$ cat src/rtl/writeback_stage_if.sv
// writeback_stage_if: MEM->WB bus for the writeback stage.
//   master : memory stage side, drives the in_* fields, sees in_ready and the
//            registered writeback results.
//   slave  : writeback stage side, consumes in_*, drives in_ready, wb_valid,
//            reg_write, write_reg and result.
// Lane i occupies bits [i*W +: W] of every packed multi-lane field.
interface writeback_stage_if #(
   parameter int LANES  = 1,
   parameter int DATA_W = 32,
   parameter int REG_AW = 5
);
   logic [LANES-1:0]        in_valid;
   logic                    in_ready;
   logic [LANES-1:0]        in_reg_write;
   logic [LANES-1:0]        in_mem_to_reg;
   logic [LANES*REG_AW-1:0] in_write_reg;
   logic [LANES*DATA_W-1:0] in_alu_result;
   logic [LANES*DATA_W-1:0] in_read_data;
   logic [LANES*2-1:0]      in_ld_size;
   logic [LANES-1:0]        in_ld_unsigned;
   logic [LANES*2-1:0]      in_byte_off;
   logic [LANES-1:0]        wb_valid;
   logic [LANES-1:0]        reg_write;
   logic [LANES*REG_AW-1:0] write_reg;
   logic [LANES*DATA_W-1:0] result;

   modport master (
      output in_valid, in_reg_write, in_mem_to_reg, in_write_reg, in_alu_result,
             in_read_data, in_ld_size, in_ld_unsigned, in_byte_off,
      input  in_ready, wb_valid, reg_write, write_reg, result
   );

   modport slave (
      input  in_valid, in_reg_write, in_mem_to_reg, in_write_reg, in_alu_result,
             in_read_data, in_ld_size, in_ld_unsigned, in_byte_off,
      output in_ready, wb_valid, reg_write, write_reg, result
   );
endinterface

$ cat src/rtl/writeback_stage.sv
// writeback_stage: final MEM->WB pipeline stage of the MIPS core.
//   Registers LANES memory-stage results (1 cycle), extracts/extends load
//   data, selects ALU vs load result and drives the register-file write
//   ports with $0 suppression and youngest-writer-wins conflict resolution.
// Ports:
//   clk, reset  : clock, synchronous active-high reset
//   stall       : hold the stage register (in_ready = !stall)
//   flush       : invalidate the stage register (beats stall)
//   bus         : writeback_stage_if.slave, MEM inputs and WB outputs
//   retire_cnt  : 32-bit retired-lane counter, present only when the macro
//                 WB_RETIRE_CNT_EN is defined
module writeback_stage #(
   parameter int LANES  = 1,
   parameter int DATA_W = 32,
   parameter int REG_AW = 5
) (
   input  logic                    clk,
   input  logic                    reset,
   input  logic                    stall,
   input  logic                    flush,
   writeback_stage_if.slave        bus
`ifdef WB_RETIRE_CNT_EN
   ,
   output logic [31:0]             retire_cnt
`endif
);

   logic [LANES-1:0]        vld_p1;
   logic [LANES-1:0]        reg_write_p1;
   logic [LANES-1:0]        mem_to_reg_p1;
   logic [LANES*REG_AW-1:0] write_reg_p1;
   logic [LANES*DATA_W-1:0] alu_result_p1;
   logic [LANES*DATA_W-1:0] read_data_p1;
   logic [LANES*2-1:0]      ld_size_p1;
   logic [LANES-1:0]        ld_unsigned_p1;
   logic [LANES*2-1:0]      byte_off_p1;
   logic [LANES-1:0]        conflict;

   // Byte/half/word extraction from the aligned word; half ignores off[0].
   function automatic logic [DATA_W-1:0] load_extract(
      input logic [DATA_W-1:0] data,
      input logic [1:0]        size,
      input logic              uns,
      input logic [1:0]        off
   );
      logic [DATA_W-1:0] sel;
      logic [DATA_W-1:0] val;
      case (size)
         2'b00: begin
            sel = data >> {off, 3'b000};
            val = uns ? DATA_W'(sel[7:0]) : DATA_W'($signed(sel[7:0]));
         end
         2'b01: begin
            sel = data >> {off[1], 4'b0000};
            val = uns ? DATA_W'(sel[15:0]) : DATA_W'($signed(sel[15:0]));
         end
         default: val = data;
      endcase
      return val;
   endfunction

   function automatic logic [31:0] popcount(input logic [LANES-1:0] v);
      logic [31:0] n;
      n = '0;
      for (int i = 0; i < LANES; i++) n = n + 32'(v[i]);
      return n;
   endfunction

   assign bus.in_ready = !stall;

   // ---- MEM -> WB stage register ----
   always_ff @(posedge clk) begin
      if (reset) begin
         vld_p1         <= '0;
         reg_write_p1   <= '0;
         mem_to_reg_p1  <= '0;
         write_reg_p1   <= '0;
         alu_result_p1  <= '0;
         read_data_p1   <= '0;
         ld_size_p1     <= '0;
         ld_unsigned_p1 <= '0;
         byte_off_p1    <= '0;
      end else if (flush) begin
         vld_p1 <= '0;
      end else if (!stall) begin
         vld_p1         <= bus.in_valid;
         reg_write_p1   <= bus.in_reg_write;
         mem_to_reg_p1  <= bus.in_mem_to_reg;
         write_reg_p1   <= bus.in_write_reg;
         alu_result_p1  <= bus.in_alu_result;
         read_data_p1   <= bus.in_read_data;
         ld_size_p1     <= bus.in_ld_size;
         ld_unsigned_p1 <= bus.in_ld_unsigned;
         byte_off_p1    <= bus.in_byte_off;
      end
   end

`ifdef WB_RETIRE_CNT_EN
   // Counts lanes leaving the stage; flushed lanes never leave, so are not counted.
   always_ff @(posedge clk) begin
      if (reset) begin
         retire_cnt <= '0;
      end else if (!flush && !stall) begin
         retire_cnt <= retire_cnt + popcount(vld_p1);
      end
   end
`endif

   // ---- WB outputs (combinational from stage register) ----
   // An older lane loses to any younger valid lane writing the same nonzero register.
   always_comb begin
      conflict = '0;
      for (int i = 0; i < LANES; i++) begin
         for (int j = i + 1; j < LANES; j++) begin
            if (vld_p1[j] && reg_write_p1[j] &&
                write_reg_p1[j*REG_AW +: REG_AW] != '0 &&
                write_reg_p1[j*REG_AW +: REG_AW] == write_reg_p1[i*REG_AW +: REG_AW])
               conflict[i] = 1'b1;
         end
      end
   end

   always_comb begin
      bus.reg_write = '0;
      bus.result    = '0;
      for (int i = 0; i < LANES; i++) begin
         bus.reg_write[i] = vld_p1[i] && reg_write_p1[i] &&
                            (write_reg_p1[i*REG_AW +: REG_AW] != '0) && !conflict[i];
         bus.result[i*DATA_W +: DATA_W] = mem_to_reg_p1[i]
            ? load_extract(read_data_p1[i*DATA_W +: DATA_W], ld_size_p1[i*2 +: 2],
                           ld_unsigned_p1[i], byte_off_p1[i*2 +: 2])
            : alu_result_p1[i*DATA_W +: DATA_W];
      end
   end

   assign bus.wb_valid  = vld_p1;
   assign bus.write_reg = write_reg_p1;

endmodule

$ cat src/flat_wrapper.sv
// flat-port wrapper written by rule: the top's interface ports become plain ports
module writeback_stage_flat 
#(
   parameter int LANES  = 1,
   parameter int DATA_W = 32,
   parameter int REG_AW = 5
)
  (clk, reset, stall, flush, bus_in_valid, bus_in_reg_write, bus_in_mem_to_reg, bus_in_write_reg, bus_in_alu_result, bus_in_read_data, bus_in_ld_size, bus_in_ld_unsigned, bus_in_byte_off, bus_in_ready, bus_wb_valid, bus_reg_write, bus_write_reg, bus_result);
  writeback_stage_if #(.LANES(LANES), .DATA_W(DATA_W), .REG_AW(REG_AW)) bus_i ();
  input  logic clk;
  input  logic reset;
  input  logic stall;
  input  logic flush;
  input wire logic [$bits(bus_i.in_valid)-1:0] bus_in_valid;
  input wire logic [$bits(bus_i.in_reg_write)-1:0] bus_in_reg_write;
  input wire logic [$bits(bus_i.in_mem_to_reg)-1:0] bus_in_mem_to_reg;
  input wire logic [$bits(bus_i.in_write_reg)-1:0] bus_in_write_reg;
  input wire logic [$bits(bus_i.in_alu_result)-1:0] bus_in_alu_result;
  input wire logic [$bits(bus_i.in_read_data)-1:0] bus_in_read_data;
  input wire logic [$bits(bus_i.in_ld_size)-1:0] bus_in_ld_size;
  input wire logic [$bits(bus_i.in_ld_unsigned)-1:0] bus_in_ld_unsigned;
  input wire logic [$bits(bus_i.in_byte_off)-1:0] bus_in_byte_off;
  output wire logic [$bits(bus_i.in_ready)-1:0] bus_in_ready;
  output wire logic [$bits(bus_i.wb_valid)-1:0] bus_wb_valid;
  output wire logic [$bits(bus_i.reg_write)-1:0] bus_reg_write;
  output wire logic [$bits(bus_i.write_reg)-1:0] bus_write_reg;
  output wire logic [$bits(bus_i.result)-1:0] bus_result;
  assign bus_i.in_valid = bus_in_valid;
  assign bus_i.in_reg_write = bus_in_reg_write;
  assign bus_i.in_mem_to_reg = bus_in_mem_to_reg;
  assign bus_i.in_write_reg = bus_in_write_reg;
  assign bus_i.in_alu_result = bus_in_alu_result;
  assign bus_i.in_read_data = bus_in_read_data;
  assign bus_i.in_ld_size = bus_in_ld_size;
  assign bus_i.in_ld_unsigned = bus_in_ld_unsigned;
  assign bus_i.in_byte_off = bus_in_byte_off;
  assign bus_in_ready = bus_i.in_ready;
  assign bus_wb_valid = bus_i.wb_valid;
  assign bus_reg_write = bus_i.reg_write;
  assign bus_write_reg = bus_i.write_reg;
  assign bus_result = bus_i.result;
  writeback_stage #(.LANES(LANES), .DATA_W(DATA_W), .REG_AW(REG_AW)) u_core (.clk(clk), .reset(reset), .stall(stall), .flush(flush), .bus(bus_i));
endmodule
$ cat config.mk
export PLATFORM = sky130hd
export DESIGN_NAME = writeback_stage_flat
export DESIGN_NICKNAME = d
export VERILOG_FILES = /design/src/rtl/writeback_stage_if.sv /design/src/rtl/writeback_stage.sv /design/src/flat_wrapper.sv
export SDC_FILE = /design/constraint.sdc
export NUM_CORES = 1
export LEC_CHECK = 0
export CORE_MARGIN = 4
export CORE_UTILIZATION = 40
export CTS_BUF_LIST = sky130_fd_sc_hd__clkbuf_2
export CTS_CLUSTER_DIAMETER = 80
export CTS_CLUSTER_SIZE = 25
export DETAILED_ROUTE_END_ITERATION = 12
export PLACE_DENSITY = 0.72
export SYNTH_ARGS = -nofsm -noshare
export SYNTH_HDL_FRONTEND = slang
export SYNTH_SLANG_ARGS = --single-unit
export TNS_END_PERCENT = 5
$ cat constraint.sdc
create_clock -name clk -period 4.65 [get_ports clk]
set_input_delay 0.93 -clock clk [delete_from_list [all_inputs] [get_ports clk]]
set_output_delay 0.93 -clock clk [all_outputs]
set_load 0.05 [all_outputs]
* Word level (Yosys, flattened, before mapping)
Cells that the tools add are included.
** Operators by class
- Shift-type cells :: 2
- Reductions and logical operators :: 7
- Bitwise gates (word level) :: 2
- Multiplexer cells :: 4
- Equality and inequality tests :: 1
** Operators with widths (number)
- two-way mux 32 bit :: 3
- case mux 32 bit (2 select lines) :: 1
- >> shifter 32 x 5 -> 16 bit :: 1
- >> shifter 32 x 5 -> 8 bit :: 1
- nonzero test 5 bit :: 1
- == test 2 x 1 -> 1 bit, second input constant :: 1
- logical AND 1 bit :: 2
- logical NOT 2 bit :: 1
- inverter 1 bit :: 2
- AND reduction 2 bit :: 1
- OR reduction 2 bit :: 1
- logical NOT 1 bit :: 1
** Word-level totals
- Register bits :: 77
- Output and inout port bits :: 40
- Input bits :: 81
- Word-level logic and storage cells :: 25

* Depth between registers and ports, before layout
Gate-level depths: netlist of the first run.
- Depth in word-level cells :: 4
- Gate-level depth with buffers :: 6
- Depth with buffers taken out :: 3

* Worst setup path before layout of the first run
OpenSTA, ideal clock, no wires.
- Path type :: reg-to-output
- Start point :: register u_core.ld_size_p1[1]
- End point :: output port bus_result[29]
- Arrival :: 2.087 ns
- Path slack :: 1.633 ns
- Buffers on the path :: 2
- Stages on the path, launching flop included :: 6
- Required time :: 3.720 ns
- Path through :: dfxtp_1 > nand2b_1 > buf_4 > nand2b_4 > clkbuf_1 > o21ai_0
** Between the ends
- Cells in the longest elaborated chain, start to end :: 3
** RTL lines
- start, declared :: RTL line writeback_stage.sv:34 : logic [LANES*2-1:0] ld_size_p1;
- start signal, assigned :: RTL line writeback_stage.sv:92 : ld_size_p1 <= bus.in_ld_size;
- == test 2 x 1 -> 1 bit or logical NOT 2 bit (tied branches) :: RTL line writeback_stage.sv:48 : case (size)
- case mux 32 bit (2 select lines) * :: RTL line writeback_stage.sv:48
- two-way mux 32 bit * :: RTL line writeback_stage.sv:130 : ? load_extract(read_data_p1[i*DATA_W +: DATA_W], ld_size_p1[i*2 +: 2],
- end, declared :: RTL line flat_wrapper.sv:27 : output wire logic [$bits(bus_i.result)-1:0] bus_result;
Mark *: on every way between the ends. The rest lies on a longest branch, timed or not.

* Worst setup path after layout of the first run
- Start point :: register u_core.ld_size_p1[1]
- End point :: output port bus_result[2]
The elaborated chain is that of the path after synthesis.

==> metrics.yaml, run 1 <==
p_total_w: 0.00150
numClockSinks: 77
yosysMostFrequentCell: "nand2_1"
first_pass_iters: 5
setup_violations: 0
clockBufferDepth: 2
power_leakage_nw: 1.85
crit_fanout: 25
grt_overflow_total: 0
worstPathRequired_ps: 3720
fp.dieH_um: 105
totalNegativeSetupSlack_ps: 0
grt_pass1_wl_um: 18100
die_width_um: 105
clkLatencyLatePin_ps: 490
period_share: 0.899
synth_top_area_cell: "dfxtp_1"
antenna_cells: 0
drc: 0
hold_class: "flop to flop"
port_buffers: 120
cts_repair_resize_count: 0
grt_usage: 0.200
area_growth_pct: 35.7
ys_warn_count: 0
synth_edf_count: 0
finalNetCount: 666
routed_wl_um: 11400
postCtsSetupRepairBufs: 0
worst_setup_path_start_kind: "flop"
ir_drop_mv: 0.134
layout-drive-gt1-share: 0.0798
synthCells: 491
cts-root-buf: "clkbuf_2"
globalplace.congestion: 0.911
ys_ff_latch: 77
ys_top_cells_by_area: "dfxtp_1 41%, nand2_1 15%, a21oi_1 12%, o211ai_1 4.8%, clkbuf_1 2.9%"
syn_area_um2: 3760
wl_per_cell_um: 16.3
status: "finished clean"
netlist_top_cells_count: "153 x nand2_1, 91 x a21oi_1, 77 x dfxtp_1, 29 x clkbuf_1, 24 x o211ai_1"
hold_viol_final: 0
grt_max_degree: 77
numCtsBuffers: 9
drt_iter0_drc: 308
hold_buffers: 0
drv_slew: 0
grt_antenna_before_repair: 0
synth_async_sr_flop_share: 0
final.min_clock_period_ps: 4180
power.density_nw_per_um2: 293
crit_type: "flop to output port"
first_global_vias: 3654
max_cap_violations: 0
h-tree-depth: 3
start_util: 0.409
core_area_um2: 9200
endpoint_kind: "output port"
cts.clk_slew.worst_paths_ps: 210
hpwl_um: 8150
num_rows: 35
synthFlopType: "dfxtp_1"
fmax_mhz: 239
syn_area_per_cell_um2: 7.66
ys_seq_area_frac: 0.410
tightestPinTransition_ps: 830
yosys.cell_types.count: 43
cts_tree: "yes"
io_pins: 121
crit_arrival_ps: 3250
via_count: 3800
slew_headroom: 0.447
clock_skew_ps: 0
rsz0062_at_grt: "no"
dieArea_um2: 11000
synth_nets: 572
drtAntennaViolNets: 0
synth_top_area_frac: 0.410
via_per_inst: 5.43
## logic make-up after synthesis
logic type             share of synthesized area
DFF                                        0.410
buffers and inverters                     0.0509
AOI/OAI and AO/OA                          0.264
muxes                                     0.0416
and+or+nand+nor                            0.234
## power breakdown
group | leakage, nW | internal (W) | switching, W
combinational | 1.14 | 0.000144 | 0.000183
sequential | 0.630 | 0.000691 | 0.0000295
clock | 0.0868 | 0.000225 | 0.000224
## worst paths after layout
path	start	endpoint	slack, ps	cells past startpoint
min	u_core.alu_result_p1[15]	u_core.alu_result_p1[15]	460	2
max reg2reg	u_core.byte_off_p1[1]	u_core.byte_off_p1[1]	3520	2
min reg2reg	u_core.alu_result_p1[15]	u_core.alu_result_p1[15]	460	2
max	u_core.ld_size_p1[1]	bus_result[2]	470	4
## critical path, stage by stage (launching register included)
cell and delay [ps]:
dfxtp_1 780, nand2_1 640, o31ai_4 310, a221o_1 230, clkdlybuf4s50_1 800
## metrics by stage
stage,worst slack (ps),area (um2),utilization,hold WS (ps),cells
after global routing,302,5100,0.555,483,700
after floorplan,1630,3760,-,431,491
after global placement,1080,4960,0.539,440,685
after detailed placement,1050,4960,0.539,442,685
after CTS,458,5100,0.555,466,700
final,468,5100,0.555,465,700
## layout by cell type, fill, tap and decap left out, types with 2 or more instances in the layout
cell	instances
clkinv_1	3
o21ai_1	8
mux2_2	3
mux2_4	6
and3_1	15
nand2_1	153
o21ai_0	8
inv_1	2
nand2b_1	2
a32o_1	7
nor2b_1	8
bufinv_16	3
o211ai_1	24
or2_2	9
clkdlybuf4s50_1	119
dfxtp_1	77
a21oi_1	91
buf_4	4
clkbuf_2	9
o2111ai_1	8
a221o_1	7
## area by class of cell
type | instances | area (um2)
fill | 885 | 4090
multi-input combinational | 369 | 2040
sequential | 77 | 1540
timing repair buffer | 124 | 1230
tap | 111 | 139
clock inverter | 6 | 103
clock buffer | 9 | 45.0
inverter | 4 | 15.0
## layer usage
layer / share of wire / vias up / routed length (um) / GRT usage
met5: 0 / - / 0 / 0
li1: - / 1903 / - / -
met1: 0.44 / 1731 / 5000 / 0.269
met2: 0.46 / 152 / 5260 / 0.310
met4: 0.018 / 0 / 209 / 0.0759
met3: 0.080 / 14 / 908 / 0.0488
Power figures use the tool's default switching activity.
==> inputs of run 2 (changes only) <==
SLEW_MARGIN = 0   (was unset)
==> results of run 2 <==
No change in the layout: final DEF, timing and power equal those of run 1.
==> inputs of run 3 (changes only) <==
CORE_ASPECT_RATIO = 0.7   (was unset)
SKIP_LAST_GASP = 1   (was unset)
==> metrics.yaml, run 3 (same netlist as run 1, synthesis figures left out) <==
status: "finished clean"
hold_end: "u_core.alu_result_p1[15]"
fmax_mhz: 245  # +2.6%
min_from: "u_core.alu_result_p1[15]"
stdcell_area_um2: 5130  # +0.42%
h-tree-depth: 3  # unchanged
r2r_start: "u_core.mem_to_reg_p1"
drtAntennaViolNets: 0  # unchanged
wl_per_cell_um: 16.1  # -0.86%
tightestPinTransition_ps: 731  # -98.7 ps
numCtsBuffers: 9  # unchanged
rsz0062_at_grt: "no"
hold_depth: 2  # unchanged
final_common_cell: "nand2_1"
worstReg2RegEnd: "u_core.mem_to_reg_p1"
crit_fanout: 16  # -36%
hold_ws_ps: 467  # +2.51 ps
clkLatencyLatePin_ps: 490  # about the same
slowest_delay_ps: 800  # about the same
clock_skew_ps: 0  # unchanged
worst_setup_path_start_kind: "flop"
n_fill_cell: 900  # +1.7%
clockBufferDepth: 2  # unchanged
dieArea_um2: 11000  # +0.23%
hold_viol_final: 0  # unchanged
final_util: 0.563  # +0.00775
setup_violations: 0  # unchanged
routed_wl_um: 11500  # +1.4%
crit_chain: "mux2_2 > mux2i_4 > o221ai_1 > clkdlybuf4s50_1"
layout-drive-gt1-share: 0.0861  # +0.00635
num_rows: 29  # -17%
port_buffers: 120  # unchanged
grt_usage: 0.211  # +0.0107
area_growth_pct: 36.3
postCtsSetupRepairBufs: 0  # unchanged
start_util: 0.413  # +0.00399
hpwl_um: 8470  # +4.0%
period_share: 0.877  # -0.0225
grt_max_degree: 57  # -26%
hold_class: "flop to flop"
final.min_clock_period_ps: 4080  # -104 ps
drc: 0  # unchanged
finalNetCount: 668  # +0.30%
hold_buffers: 0  # unchanged
p_total_w: 0.00146  # -2.2%
io_pins: 121  # unchanged
fp.dieH_um: 89.1  # -15%
r2r_cells: 3  # +1
slew_headroom: 0.512  # +0.0651
grt_antenna_before_repair: 0  # unchanged
drt_iter0_drc: 248  # -19%
core_area_um2: 9110  # -0.97%
via_per_inst: 5.31  # -2.2%
die_width_um: 124  # +18%
r2r_slack_ps: 3370  # -150 ps
endpoint_kind: "output port"
cts-root-buf: "clkbuf_2"
power.density_nw_per_um2: 286  # -2.6%
layout_common_cells: "153 x nand2_1, 119 x clkdlybuf4s50_1, 91 x a21oi_1, 77 x dfxtp_1, 24 x o211ai_1"
crit_type: "flop to output port"
totalNegativeSetupSlack_ps: 0  # unchanged
first_global_vias: 3710  # +1.5%
grt_pass1_wl_um: 18300  # +1.5%
numClockSinks: 77  # unchanged
power_leakage_nw: 1.85  # -0.13%
cts_repair_resize_count: 0  # unchanged
cts_tree: "yes"
via_count: 3800  # unchanged
grt_overflow_total: 0  # unchanged
cts.clk_slew.worst_paths_ps: 190  # -20 ps
max_cap_violations: 0  # unchanged
first_pass_iters: 5  # unchanged
drv_slew: 0  # unchanged
postPlaceCellArea_um2: 4990  # +0.63%
ir_drop_mv: 0.133  # -0.59%
critPathSlowestCell: "dfxtp_1"
worstPathRequired_ps: 3720  # about the same
antenna_cells: 0  # unchanged
crit_arrival_ps: 3150  # -100 ps
globalplace.congestion: 0.931  # +2.2%
[run 3: cell count changes in the layout (fill, tap and decap cells not counted), sizes merged]
cell and change:
buf +2, bufinv -1, clkbuf +1, clkinv -1, clkinvlp +2
[run 3: through the flow]
stage / worst slack (ps) / instances
6_report: 572 / 716
5_1_grt: 367 / 716
4_1_cts: 521 / 716
3_5_place_dp: 1120 / 700
3_3_place_gp: 1150 / 700
2_1_floorplan: 1630 / 491
[run 3: critical path, delay by kind of cell (launching register included)]
family                 cells  cell delay, ps
buffers and inverters      1             740
AOI/OAI and AO/OA          1             210
muxes                      2             930
DFF                        1             800
[run 3: how the worst max path moves through the flow]
stage | startpoint | to | cells past startpoint
finish | u_core.byte_off_p1[1] | bus_result[16] | 4
global route | u_core.byte_off_p1[1] | bus_result[16] | 4
CTS | u_core.byte_off_p1[1] | bus_result[16] | 4
detailed placement | u_core.byte_off_p1[1] | bus_result[16] | 4
global placement | u_core.byte_off_p1[1] | bus_result[16] | 4
floorplan | u_core.ld_size_p1[1] | bus_result[29] | 5
[run 3: metal layers]
metal | vias up | wire length [um] | global-route usage
met5 | - | 0 | 0
met4 | 0 | 131 | 0.0507
met3 | 11 | 1080 | 0.0734
met2 | 132 | 4820 | 0.306
met1 | 1751 | 5510 | 0.302
li1 | 1906 | - | -
[run 3: area by class of cell]
cell class | count | area [um2] | share of cell area
clock buffer | 10 | 50.0 | 0.00976
clock inverter | 6 | 87.6 | 0.0171
inverter | 4 | 15.0 | 0.00293
multi-input combinational | 369 | 2040 | 0.397
sequential | 77 | 1540 | 0.301
tap | 124 | 155 | 0.0303
timing repair buffer | 126 | 1240 | 0.242
[run 3: power breakdown]
part	internal [W]	switching [W]	total (W)	leakage, nW
clock network	0.000179	0.000234	0.000413	0.0758
registers	0.000691	0.0000277	0.000719	0.630
logic	0.000145	0.000186	0.000331	1.14
